`config.mk`:
```
export PLATFORM = sky130hd
export DESIGN_NAME = entropy_pkt_scheduler
export DESIGN_NICKNAME = d
export VERILOG_FILES = /design/src/rtl/entropy_pkg.sv /design/src/rtl/bram_rd_align.sv /design/src/rtl/entropy_pkt_scheduler.sv
export SDC_FILE = /design/constraint.sdc
export NUM_CORES = 1
export LEC_CHECK = 0
export ABC_AREA = 0
export CORE_MARGIN = 8
export CORE_UTILIZATION = 45
export CTS_CLUSTER_DIAMETER = 30
export DETAILED_ROUTE_END_ITERATION = 10
export MAX_ROUTING_LAYER = met4
export PLACE_DENSITY = 0.85
export SETUP_SLACK_MARGIN = 0.2
export SYNTH_ARGS = -nofsm -noshare
export SYNTH_HDL_FRONTEND = slang
export SYNTH_SLANG_ARGS = --single-unit
```
`constraint.sdc`:
```
create_clock -name i_clk -period 4.2 [get_ports i_clk]
set_input_delay 0.42 -clock i_clk [delete_from_list [all_inputs] [get_ports i_clk]]
set_output_delay 0.42 -clock i_clk [all_outputs]
set_load 0.01 [all_outputs]
```
`src/rtl/entropy_pkg.sv`:
```
// Shared types and constants for the entropy packet datapath.
// Read tags travel beside BRAM reads so each data beat meets its metadata.
package entropy_pkg;

   localparam int WORD_BYTES = 8;
   localparam int LEN_W      = 8;
   localparam int FLOW_W     = 16;

   typedef enum logic [1:0] {
      IDLE  = 2'd0,
      ARMED = 2'd1,
      READ  = 2'd2,
      DONE  = 2'd3
   } state_t;

   typedef struct packed {
      logic              valid;
      logic [LEN_W-1:0]  len;
      logic              last;
      logic [FLOW_W-1:0] flow;
   } rd_tag_t;

endpackage

```
`src/rtl/bram_rd_align.sv`:
```
// Delays the beat tag by the BRAM read latency.
// The tag then emerges on the same cycle as the matching read data.
module bram_rd_align
   import entropy_pkg::*;
#(
   parameter int RD_LAT = 1
) (
   input  logic    clk,
   input  logic    rst,
   input  rd_tag_t tag_in,
   output rd_tag_t tag_out
);

   rd_tag_t pipe [RD_LAT];

   always_ff @(posedge clk or posedge rst) begin
      if (rst) begin
         for (int i = 0; i < RD_LAT; i++) pipe[i] <= '0;
      end else begin
         pipe[0] <= tag_in;
         for (int i = 1; i < RD_LAT; i++) pipe[i] <= pipe[i-1];
      end
   end

   assign tag_out = pipe[RD_LAT-1];

endmodule

```
`src/rtl/entropy_pkt_scheduler.sv`:
```
// Batch packet scheduler: takes descriptors, reads packet words from BRAM and streams beats
// to the byte counter, limited by credits that come back with each entropy result.
module entropy_pkt_scheduler
   import entropy_pkg::*;
#(
   parameter int DATA_WIDTH   = 64,
   parameter int ADDR_WIDTH   = 16,
   parameter int RD_LAT       = 1,
   parameter int MAX_INFLIGHT = 4
) (
   input  logic                  i_clk,
   input  logic                  i_rst,
   input  logic                  i_batch_start,
   input  logic [15:0]           i_batch_pkts,
   input  logic                  i_desc_valid,
   output logic                  o_desc_ready,
   input  logic [ADDR_WIDTH-1:0] i_desc_addr,
   input  logic [LEN_W-1:0]      i_desc_len,
   input  logic [FLOW_W-1:0]     i_desc_flow,
   output logic                  o_bram_en,
   output logic [ADDR_WIDTH-1:0] o_bram_addr,
   input  logic [DATA_WIDTH-1:0] i_bram_dout,
   output logic [DATA_WIDTH-1:0] o_count_data,
   output logic                  o_count_data_valid,
   output logic [LEN_W-1:0]      o_count_data_len,
   output logic                  o_count_data_last,
   output logic [FLOW_W-1:0]     o_flow_num,
   input  logic                  i_result_valid,
   output logic [3:0]            o_inflight,
   output logic                  o_batch_done,
   output logic                  o_err
);

   localparam logic [3:0]       MAX_IF = 4'(MAX_INFLIGHT);
   localparam logic [LEN_W-1:0] WB     = LEN_W'(WORD_BYTES);

   state_t                state;
   logic [15:0]           pkts;
   logic [15:0]           issued;
   logic [15:0]           retired;
   logic [3:0]            inflight;
   logic                  err;
   logic                  batch_done;
   logic [ADDR_WIDTH-1:0] cur_addr;
   logic [LEN_W-1:0]      rem_len;
   logic [FLOW_W-1:0]     cur_flow;

   logic             hs;
   logic             zero_hs;
   logic             take;
   logic             result_ok;
   logic             beat_last;
   logic [LEN_W-1:0] beat_len;
   rd_tag_t          tag_in;
   rd_tag_t          tag_out;

   assign o_desc_ready = (state == ARMED) && (inflight < MAX_IF) && (issued < pkts);
   assign hs        = o_desc_ready && i_desc_valid;
   assign zero_hs   = hs && (i_desc_len == '0);
   assign take      = hs && (i_desc_len != '0);
   assign result_ok = i_result_valid && (inflight != 4'd0);

   // rem_len holds the bytes still to be read, so the final beat carries the remainder.
   assign beat_last = (rem_len <= WB);
   assign beat_len  = beat_last ? rem_len : WB;

   always_comb begin
      tag_in = '0;
      if (state == READ) begin
         tag_in.valid = 1'b1;
         tag_in.len   = beat_len;
         tag_in.last  = beat_last;
         tag_in.flow  = cur_flow;
      end
   end

   always_ff @(posedge i_clk or posedge i_rst) begin
      if (i_rst) begin
         state      <= IDLE;
         pkts       <= '0;
         issued     <= '0;
         retired    <= '0;
         inflight   <= '0;
         err        <= 1'b0;
         batch_done <= 1'b0;
         cur_addr   <= '0;
         rem_len    <= '0;
         cur_flow   <= '0;
      end else begin
         batch_done <= 1'b0;
         if ((i_result_valid && inflight == 4'd0) || zero_hs) err <= 1'b1;
         // A zero-length descriptor retires on the spot and never takes a credit.
         inflight <= inflight + 4'(take) - 4'(result_ok);
         retired  <= retired + 16'(result_ok) + 16'(zero_hs);
         issued   <= issued + 16'(hs);

         case (state)
            IDLE: begin
               if (i_batch_start) begin
                  pkts    <= i_batch_pkts;
                  issued  <= '0;
                  retired <= '0;
                  state   <= (i_batch_pkts == '0) ? DONE : ARMED;
               end
            end
            ARMED: begin
               if (retired == pkts) begin
                  state <= DONE;
               end else if (take) begin
                  cur_addr <= i_desc_addr;
                  rem_len  <= i_desc_len;
                  cur_flow <= i_desc_flow;
                  state    <= READ;
               end
            end
            READ: begin
               cur_addr <= cur_addr + 1'b1;
               rem_len  <= rem_len - WB;
               if (beat_last) state <= ARMED;
            end
            DONE: begin
               batch_done <= 1'b1;
               state      <= IDLE;
            end
            default: state <= IDLE;
         endcase
      end
   end

   bram_rd_align #(.RD_LAT(RD_LAT)) u_align (
      .clk     (i_clk),
      .rst     (i_rst),
      .tag_in  (tag_in),
      .tag_out (tag_out)
   );

   assign o_bram_en          = (state == READ);
   assign o_bram_addr        = cur_addr;
   assign o_count_data       = tag_out.valid ? i_bram_dout : '0;
   assign o_count_data_valid = tag_out.valid;
   assign o_count_data_len   = tag_out.len;
   assign o_count_data_last  = tag_out.last;
   assign o_flow_num         = tag_out.flow;
   assign o_inflight         = inflight;
   assign o_batch_done       = batch_done;
   assign o_err              = err;

endmodule

```
After elaboration in Yosys (flattened, before gate mapping)
Index checks and enable logic that the tools add are counted.
Widths: inputs -> output; s select.
{ "word_totals": {"reg_bits": 122, "output_inout_bits": 114, "word_cells": 73} }
{ "op_classes": {"add_sub_neg": 7, "magnitude_cmp": 3, "eq_ne": 9, "muxes": 20, "n_bitwise": 1, "reduce_logical": 19} }
{ "op_table": {"columns": ["cell", "count"], "rows": [
  ["$mux 16", 6],
  ["$mux 64", 1],
  ["$add 16x1->16", 3],
  ["$pmux 16 s2", 1],
  ["$mux 26", 1],
  ["$mux 8", 3],
  ["$add 16x1->16 const B", 1],
  ["$eq 16x16->1", 1],
  ["$logic_not 16->1", 1],
  ["$lt 16x16->1", 1],
  ["$pmux 8 s2", 1],
  ["$mux 2", 5],
  ["$reduce_and 3->1", 3],
  ["$le 8x4->1 const B", 1],
  ["$logic_not 8->1", 1],
  ["$pmux 2 s4", 1],
  ["$reduce_bool 8->1", 1],
  ["$sub 8x4->8 const B", 1],
  ["$logic_and 1x1->1", 7],
  ["$ne 2x2->1 const B", 3],
  ["$add 4x1->4", 1],
  ["$eq 2x2->1 const B", 2],
  ["$logic_not 4->1", 1],
  ["$lt 4x3->1 const B", 1],
  ["11 further kinds", 11]
]} }

Depth between registers and ports, before layout
Gate-level depths: netlist of run 1.
{ "logic_depth": {"ltp_word": 8, "ltp_mapped": 15} }

By module
From an unflattened synthesis of run 1, not the netlist that was laid out.
{ "hier_totals": {"cells_unflattened": 674, "hier_area_um2": 6496.2} }
{ "modules_own_cells": {"columns": ["mod", "n_inst", "cells_each", "area_each_um2"], "rows": [
  ["entropy_pkt_scheduler", 1, 647, 5841.9],
  ["bram_rd_align", 1, 27, 654.4]
]} }

Least setup slack after synthesis of run 1
No wires, ideal clock.
{ "synth_path": {"kind": "register to register", "startpoint": "register pkts[11]", "endpoint": "register retired[13]", "arrival_time_ps": 3046, "required_ps": 4068, "setup_slack_ps": 1022, "path_stages_with_launch": 16, "n_path_buf": 1, "synth_period_minus_slack_ps": 3178, "path_cell_list": "dfrtp_1 > inv_1 > ha_1 > and3_1 > a221o_1 > a211o_1 > a211oi_4 > and3_1 > fa_1 > and3_1 > clkbuf_1 > nand2_1 > nor2_1 > nand3_1 > xor2_1 > nor2_1"} }
{ "synth_between": {"elab_chain_cells": 7} }
{ "synth_rtl": {"columns": ["item", "line_no", "source"], "rows": [
  ["start, declared", "entropy_pkt_scheduler.sv:38", "logic [15:0] pkts;"],
  ["start signal, assigned", "entropy_pkt_scheduler.sv:100", "pkts <= i_batch_pkts;"],
  ["$lt 16x16->1 (*)", "entropy_pkt_scheduler.sv:57", "assign o_desc_ready = (state == ARMED) && (inflight < MAX_IF) && (issued < pkts);"],
  ["$logic_and 1x1->1 (*)", "entropy_pkt_scheduler.sv:57", null],
  ["$logic_and 1x1->1 (*)", "entropy_pkt_scheduler.sv:58", "assign hs = o_desc_ready && i_desc_valid;"],
  ["$logic_and 1x1->1 (*)", "entropy_pkt_scheduler.sv:59", "assign zero_hs = hs && (i_desc_len == '0);"],
  ["$add 16x1->16 (*)", "entropy_pkt_scheduler.sv:94", "retired <= retired + 16'(result_ok) + 16'(zero_hs);"],
  ["$mux 16", "entropy_pkt_scheduler.sv:99", "if (i_batch_start) begin"],
  ["$mux 16 (*)", "entropy_pkt_scheduler.sv:97", "case (state)"],
  ["end signal, assigned", "entropy_pkt_scheduler.sv:94", null],
  ["end, declared", "entropy_pkt_scheduler.sv:40", "logic [15:0] retired;"]
]} }
Mark *: on every way between the ends. The rest lies on a longest branch, timed or not.
A chain may end at the register's enable or synchronous reset.

Worst setup path after layout of run 1
{ "layout_path": {"startpoint": "register pkts[11]", "endpoint": "register retired[12]"} }
The elaborated chain is that of the path after synthesis.

==> Implementation_results.wiki, run 1 <==
{| class="wikitable"
! Metric !! Value
|-
| DRC || 0
|-
| Post-route insts no fill || 1100
|-
| Largest net degree at the start of global routing || between 70 and 80
|-
| Port buffer count || 238
|-
| Worst r2r src || pkts[11]
|-
| Stage delay of the slowest cell on the critical path || around 370 ps
|-
| Number of antenna violations at the first check in global routing || 1
|-
| Post-CTS Setup Inserts || 0
|-
| Detail Route Antenna Nets || 0
|-
| Aggregate negative setup slack || 0 ps
|-
| First-pass GRT wire length || 31.1 mm
|-
| Cell type contributing the most total cell area after synthesis || sky130_fd_sc_hd__dfrtp_1
|-
| Area of the core || between 10000 and 15000 µm²
|-
| TritonCTS Sinks || 122
|-
| Worst Max-Slew Pin Slew || 697 ps
|-
| Final RePlAce weighted congestion || about 0.86
|-
| Critical-path maximum fanout || 5
|-
| Result of the run || finished, final reports clean
|-
| Share of synthesized flip-flops with an asynchronous set or reset || 1.00
|-
| Detail-routed net length per standard cell || between 15 and 20 µm
|-
| Yosys reg bits || 122
|-
| Clock Skew || 8.91 ps
|-
| Unrepaired setup endpoints after global routing || no
|-
| Die width || 137 µm
|-
| Biggest area contributors in the synthesized netlist || sky130_fd_sc_hd__dfrtp_1 46%, sky130_fd_sc_hd__and2_1 8.1%, sky130_fd_sc_hd__ha_1 5.9%, sky130_fd_sc_hd__xor2_1 4.1%, sky130_fd_sc_hd__mux2_2 3.4%
|-
| Total Die Area || 18700 µm²
|-
| Drt initial violations || between 200 and 300
|-
| Element type at the critical path end || flip-flop
|-
| Synthesis Warnings || 0
|-
| Final cycle utilization of the critical path || 0.831
|-
| Setup CP Type || flip-flop to flip-flop
|-
| Area added between synthesis and finish || 47.8%
|-
| Final count of hold timing violations || 0
|-
| Origin of the worst setup path || pkts[11]
|-
| Worst slack at placement || 691 ps
|-
| Clock tree from TritonCTS || done
|-
| Top-level port count || around 240
|-
| Combined global-route utilization of all metal layers || 0.224
|-
| Class of the tightest hold or removal check || primary input to async pin
|-
| Number of search-and-repair iterations in the first detailed-routing pass || 5
|-
| Portion of synthesized cell area occupied by the leading cell type || 0.465
|-
| H-tree lvl count || 4
|-
| Post-cts resize count || 0
|-
| Critical Path AT || 3770 ps
|-
| Nets || 1060
|-
| Die Height || 137 µm
|-
| Largest voltage drop on the vdd net || 0.000329 V
|-
| Fraction of final layout cells sized beyond drive strength 1 || 0.0743
|-
| Setup slack of the critical path after layout || 708 ps
|-
| Required time of the critical path || 4470 ps
|-
| Maximum clock path buffer count || 2
|-
| Power density cells || 585 nW/µm²
|-
| Fmax || 0.286 GHz
|-
| Detailed-placement wirelength estimate || around 16 mm
|-
| Placed cell count || 1067
|-
| Total wire length || ~20 mm
|-
| Critical-path cell list || inv_1, ha_1, and3_1, a221o_1, a211o_1, a211oi_4, and3_1, fa_1, ha_1, nand2_1, nor2_1, nand3_1, xor2_1, nor2_1
|-
| Predominant post-synthesis flop cell || sky130_fd_sc_hd__dfrtp_1
|-
| Slew headroom || 0.536
|-
| Later-pin clock latency in the skew report || slightly above 400 ps
|-
| Inserted Clock Buffers || 17
|-
| Finish-stage setup viols || 0
|-
| Number of enable flip-flop cells after synthesis || 0
|-
| Starting density of the core || 0.455
|-
| Remaining global-route overflow || 0
|-
| Sequential share of the synthesized area || 0.465
|-
| Number of global-route vias before repair || ~5700
|-
| Synth unique cells || 55
|-
| Slew Limit Fails || 0
|-
| Via count of the routed design || 5738
|-
| Summed instance area of the synthesized netlist || between 6000 and 7000 µm²
|-
| Leakage dissipation || approximately 4.3 nW
|-
| Hold-fix buffers at CTS || 0
|-
| Root Buffer Master || sky130_fd_sc_hd__clkbuf_16
|-
| Fin crit period || 3490 ps
|-
| Mean Syn Cell Area || 9.86 µm²
|-
| Synth cell count leaders || 122 x sky130_fd_sc_hd__dfrtp_1, 85 x sky130_fd_sc_hd__and2_1, 49 x sky130_fd_sc_hd__nand2_1
|-
| Number of max-cap violations || 0
|-
| Clock-pin slew reported for the worst setup and hold paths after clock tree synthesis || 60 ps
|-
| Via-to-Cell Ratio || 5.22
|-
| Floorplan row count || 44
|-
| Crit path max-delay cell type || sky130_fd_sc_hd__dfrtp_1
|-
| Type of element launching the critical path || flip-flop
|-
| Synth Instances || around 670
|-
| Cell with the most instances after synthesis || sky130_fd_sc_hd__dfrtp_1
|}
[power by group]
part | internal [mW] | total [mW] | switching [mW]
Clock | 0.874 | 1.41 | 0.538
Sequential | 1.56 | 1.90 | 0.336
Combinational | 1.21 | 2.37 | 1.16
[cells in the final DEF, fill, tap and decap left out, types with 14 or more instances in the layout]
master / n
sky130_fd_sc_hd__a21oi_1: 16
sky130_fd_sc_hd__and2_1: 85
sky130_fd_sc_hd__and3_1: 23
sky130_fd_sc_hd__clkbuf_16: 17
sky130_fd_sc_hd__clkdlybuf4s50_1: 238
sky130_fd_sc_hd__dfrtp_1: 122
sky130_fd_sc_hd__ha_1: 30
sky130_fd_sc_hd__inv_1: 38
sky130_fd_sc_hd__mux2_2: 20
sky130_fd_sc_hd__nand2_1: 49
sky130_fd_sc_hd__nand3_1: 28
sky130_fd_sc_hd__nor2_1: 41
sky130_fd_sc_hd__nor3_1: 14
sky130_fd_sc_hd__o21ai_0: 27
sky130_fd_sc_hd__xor2_1: 31
[layer usage]
metal	GRT usage	share of wire
met5	-	0
met2	0.378	0.51
met1	0.234	0.37
met3	0.0635	0.075
met4	0.117	0.044
[sequential cells by signal (all words and copies together) (netlist names)]
name,flops
cur_flow,16
issued,16
o_batch_done,1
o_bram_addr,16
o_err,1
o_inflight,4
pkts,16
rem_len,8
retired,16
state,2
u_align.tag_out,26
[final timing paths]
| check | endpoint | slack, ps | cells past startpoint |
|---|---|---|---|
| worst max-delay path | retired[12] | 710 | 14 |
| worst min-delay path | cur_flow[5] | 460 | 2 |
| worst max register to register | retired[12] | 710 | 14 |
| worst min register to register | u_align.tag_out[9] | 480 | 1 |
| max in group asynchronous | cur_flow[15] | 2930 | 3 |
| min in group i_clk | u_align.tag_out[9] | 480 | 1 |
[critical path: cells and delay by family, from the launching register on]
kind | cells | cell delay (ps)
AND/OR/NAND/NOR | 6 | 930
buffers and inverters | 1 | 70
AO/OA/AOI/OAI | 3 | 1040
XOR/XNOR | 1 | 150
flip-flops | 1 | 370
adder cells (fa/ha/maj) | 3 | 770
[per-stage QoR]
step | cell area (µm²) | hold WS, ps | utilization | power, mW
6_report | 9710 | 462 | 0.673 | 5.68
5_1_grt | 9710 | 500 | 0.673 | 6.06
4_1_cts | 9700 | 483 | 0.673 | 5.74
3_5_place_dp | 9130 | 470 | 0.633 | 4.30
3_3_place_gp | 9130 | 464 | 0.633 | 4.22
2_1_floorplan | 6580 | 455 | - | 3.28
[cells by family (layout without fill, tap and decap cells)]
group,after synthesis,count (layout),share of synthesized area
fa+ha+maj,33,33,0.0652
compound gates,79,79,0.0812
simple gates,298,298,0.253
mux,23,23,0.0389
buf+inv,69,315,0.0417
flops,122,122,0.465
xor+xnor,41,41,0.0547
other cells,1,5,0.000571
[final cells by class]
cell class | count | area [µm²]
clock buffers | 18 | 429
diodes | 1 | 2.50
repair buffers | 244 | 2440
clock inverters | 14 | 149
inverters | 39 | 149
multi-input cells | 478 | 3250
well taps | 184 | 230
flip-flops and latches | 122 | 3050
fillers | 1166 | 4720
Power figures use the tool's default switching activity.
==> run 2, diff against run 1 <==
==> constraint.sdc (replaced) <==
create_clock -name i_clk -period 3.5 [get_ports i_clk]
set_input_delay 0.35 -clock i_clk [delete_from_list [all_inputs] [get_ports i_clk]]
set_output_delay 0.35 -clock i_clk [all_outputs]
set_load 0.01 [all_outputs]
==> run 2 against run 1 <==
Net effect: cell area is 1.7% higher; highest routed layer unchanged; final cell count is 1.0% higher; clock-buffer cell count is 6 higher; register-to-register slack worse by 410 ps; largest cell class unchanged; clock skew is 0.78 ps lower; via count is 1.9% higher; maximum frequency is 9.2% higher; total power is 22% higher.
==> Implementation_results.wiki, run 2 (synthesized netlist as in run 1, its figures left out) <==
{| class="wikitable"
! Metric !! Value
|-
| Unrepaired setup endpoints after global routing || no
|-
| Fin crit period || 3200 ps (-293 ps)
|-
| Final count of hold timing violations || 0 (unchanged)
|-
| Final cycle utilization of the critical path || 0.914 (+0.0825)
|-
| Detail Route Antenna Nets || 0 (unchanged)
|-
| Share of total power in sequential cells || 0.327 (-0.007)
|-
| Die width || 137 µm (unchanged)
|-
| Top library cells by usage in the layout, fill and taps aside || 237 x sky130_fd_sc_hd__clkdlybuf4s50_1, 122 x sky130_fd_sc_hd__dfrtp_1, 85 x sky130_fd_sc_hd__and2_1
|-
| Via count of the routed design || 5848 (+1.9%)
|-
| Floorplan row count || 44 (unchanged)
|-
| Power density cells || 701 nW/µm² (+20%)
|-
| Worst Max-Slew Pin Slew || 649 ps (-47.4 ps)
|-
| Element type at the critical path end || flip-flop
|-
| Leading cell type in the layout, fill and taps excluded || sky130_fd_sc_hd__clkdlybuf4s50_1
|-
| Later-pin clock latency in the skew report || 420 ps (about the same)
|-
| Share of total power consumed by net switching || 0.352 (-0.00567)
|-
| Worst r2r src || issued[11]
|-
| Worst hold slack || 448 ps (-14.8 ps)
|-
| Clock-pin slew reported for the worst setup and hold paths after clock tree synthesis || 60 ps (about the same)
|-
| Multi-input gate area || 3330 µm² (+2.3%)
|-
| Slew Limit Fails || 0 (unchanged)
|-
| Seq. cell area || 3050 µm² (unchanged)
|-
| Top-level port count || 239 (unchanged)
|-
| Combined global-route utilization of all metal layers || 0.230 (+0.00672)
|-
| Number of flip-flops under the largest register name || 26 (unchanged)
|-
| Reg2reg end || retired[13]
|-
| Total wire length || 21.3 mm (+4.4%)
|-
| H-tree lvl count || 4 (unchanged)
|-
| Finish-stage setup viols || 0 (unchanged)
|-
| Type of element launching the critical path || flip-flop
|-
| Gate power share || 0.434 (+0.017)
|-
| Inserted Clock Buffers || 17 (unchanged)
|-
| Sw Pwr || 2.43 mW (+20%)
|-
| Clock Skew || 8.13 ps (-0.783 ps)
|-
| Clock tree from TritonCTS || done
|-
| # diodes || 0 (-1)
|-
| Required time of the critical path || 3780 ps (-690 ps)
|-
| Hold-fix buffers at CTS || 0 (unchanged)
|-
| Number of search-and-repair iterations in the first detailed-routing pass || 6 (+1)
|-
| Final RePlAce weighted congestion || 0.887 (+3.4%)
|-
| Via-to-Cell Ratio || 5.26 (+0.91%)
|-
| Number of max-cap violations || 0 (unchanged)
|-
| Total Die Area || 18700 µm² (unchanged)
|-
| First-pass GRT wire length || 31.8 mm (+2.3%)
|-
| PnR Total Power || 6.92 mW (+22%)
|-
| Area added between synthesis and finish || 50.3%
|-
| Fraction of final layout cells sized beyond drive strength 1 || 0.0992 (+0.0249)
|-
| Largest voltage drop on the vdd net || 0.000367 V (+12%)
|-
| Slew headroom || 0.567 (+0.0316)
|-
| Nets || 1073 (+1.2%)
|-
| Leakage dissipation || 4.42 nW (+1.5%)
|-
| Remaining global-route overflow || 0 (unchanged)
|-
| Final Util || 0.684 (+0.0113)
|-
| Fmax || 0.313 GHz (+9.2%)
|-
| Critical Path AT || 3480 ps (-290 ps)
|-
| Number of antenna violations at the first check in global routing || 0 (-1)
|-
| Maximum clock path buffer count || 2 (unchanged)
|-
| Fill count || 1119 (-4.0%)
|-
| Aggregate negative setup slack || 0 ps (unchanged)
|-
| Die Height || 137 µm (unchanged)
|-
| Setup CP Type || flip-flop to flip-flop
|-
| Origin of the worst setup path || issued[11]
|-
| Root Buffer Master || sky130_fd_sc_hd__clkbuf_16
|-
| Number of global-route vias before repair || 5837 (+2.2%)
|-
| Largest net degree at the start of global routing || 123 (+56%)
|-
| Critical-path maximum fanout || 4 (-1)
|-
| Area of the core || 14400 µm² (unchanged)
|-
| Starting density of the core || 0.455 (unchanged)
|-
| Cell-internal power || 4.49 mW (+23%)
|-
| Number of cells on the worst reg-to-reg path || 13 (-1)
|-
| Detail-routed net length per standard cell || 19.2 µm (+3.4%)
|-
| DRC || 0 (unchanged)
|-
| Setup slack on the worst flop-to-flop path || 300 ps (-410 ps)
|-
| Drt initial violations || 283 (+2.5%)
|-
| TritonCTS Sinks || 122 (unchanged)
|-
| Detailed-placement wirelength estimate || 16.4 mm (+2.3%)
|-
| Port buffer count || 238 (unchanged)
|-
| Portion of total power attributed to the clock network || 0.238 (-0.011)
|-
| Result of the run || finished, final reports clean
|-
| Class of the tightest hold or removal check || primary input to async pin
|}
run 2: cell count changes in the layout (fill, tap and decap cells not counted), sizes merged, moves of 2 or more:
cell,delta
buf,+13
clkbuf,+6
inv,-3
clkinv,-2
run 2: critical path, cell delays in order (launching register included):
cell                       delay, ps
sky130_fd_sc_hd__dfrtp_1         400
sky130_fd_sc_hd__ha_1            310
sky130_fd_sc_hd__and3_4          190
sky130_fd_sc_hd__a221o_1         350
sky130_fd_sc_hd__a211o_1         320
sky130_fd_sc_hd__a211oi_4        180
sky130_fd_sc_hd__and3_4          230
sky130_fd_sc_hd__fa_2            270
sky130_fd_sc_hd__and3_4          210
sky130_fd_sc_hd__nand2_1          90
sky130_fd_sc_hd__nor2_4          170
sky130_fd_sc_hd__nand3_1         130
sky130_fd_sc_hd__xor2_1          160
sky130_fd_sc_hd__nor2_1           50
run 2: per-stage QoR:
stage                     instances  setup WS (ps)  area [µm²]
final                          1111            301        9870
after global routing           1111            148        9870
after detailed placement       1074            161        9180
after global placement         1074            317        9180
after CTS                      1105            201        9760
after floorplan                 669            322        6580
run 2: worst max path at each step:
stage / cells past startpoint / to
3_5_place_dp: 14 / retired[14]
6_report: 13 / retired[13]
3_3_place_gp: 14 / retired[12]
2_1_floorplan: 15 / retired[13]
5_1_grt: 13 / retired[13]
4_1_cts: 14 / retired[14]
run 2: timing repair:
action	in CTS	in global routing
endpoints found under the setup margin	4	18
pin swaps	0	8
gates cloned	0	0
setup buffers	0	6
gates resized for setup	5	14
endpoints found under the hold margin	0	0
run 2: layout make-up:
type	instances	share of cell area
Multi-Input combinational cell	478	0.337
Sequential cell	122	0.309
Timing Repair Buffer	257	0.257
Clock buffer	24	0.0508
Tap cell	184	0.0233
Inverter	39	0.0152
Clock inverter	7	0.00659
run 2: metal layers:
metal  up-vias  track usage  wire, µm
met5         -            -         0
met4         0        0.124       886
met3        43       0.0602      1600
met2       224        0.399     11000
met1      2814        0.235      7810
li1       2767            -         -
run 2: power groups by stage:
| stage | clock, mW | sequential [mW] | combinational, mW |
|---|---|---|---|
| floorplan | 0 | 2.25 | 1.68 |
| global placement | 0 | 2.24 | 2.90 |
| detailed placement | 0 | 2.27 | 2.98 |
| CTS | 1.68 | 2.26 | 3.00 |
| global route | 1.74 | 2.32 | 3.33 |
| finish | 1.65 | 2.26 | 3.01 |
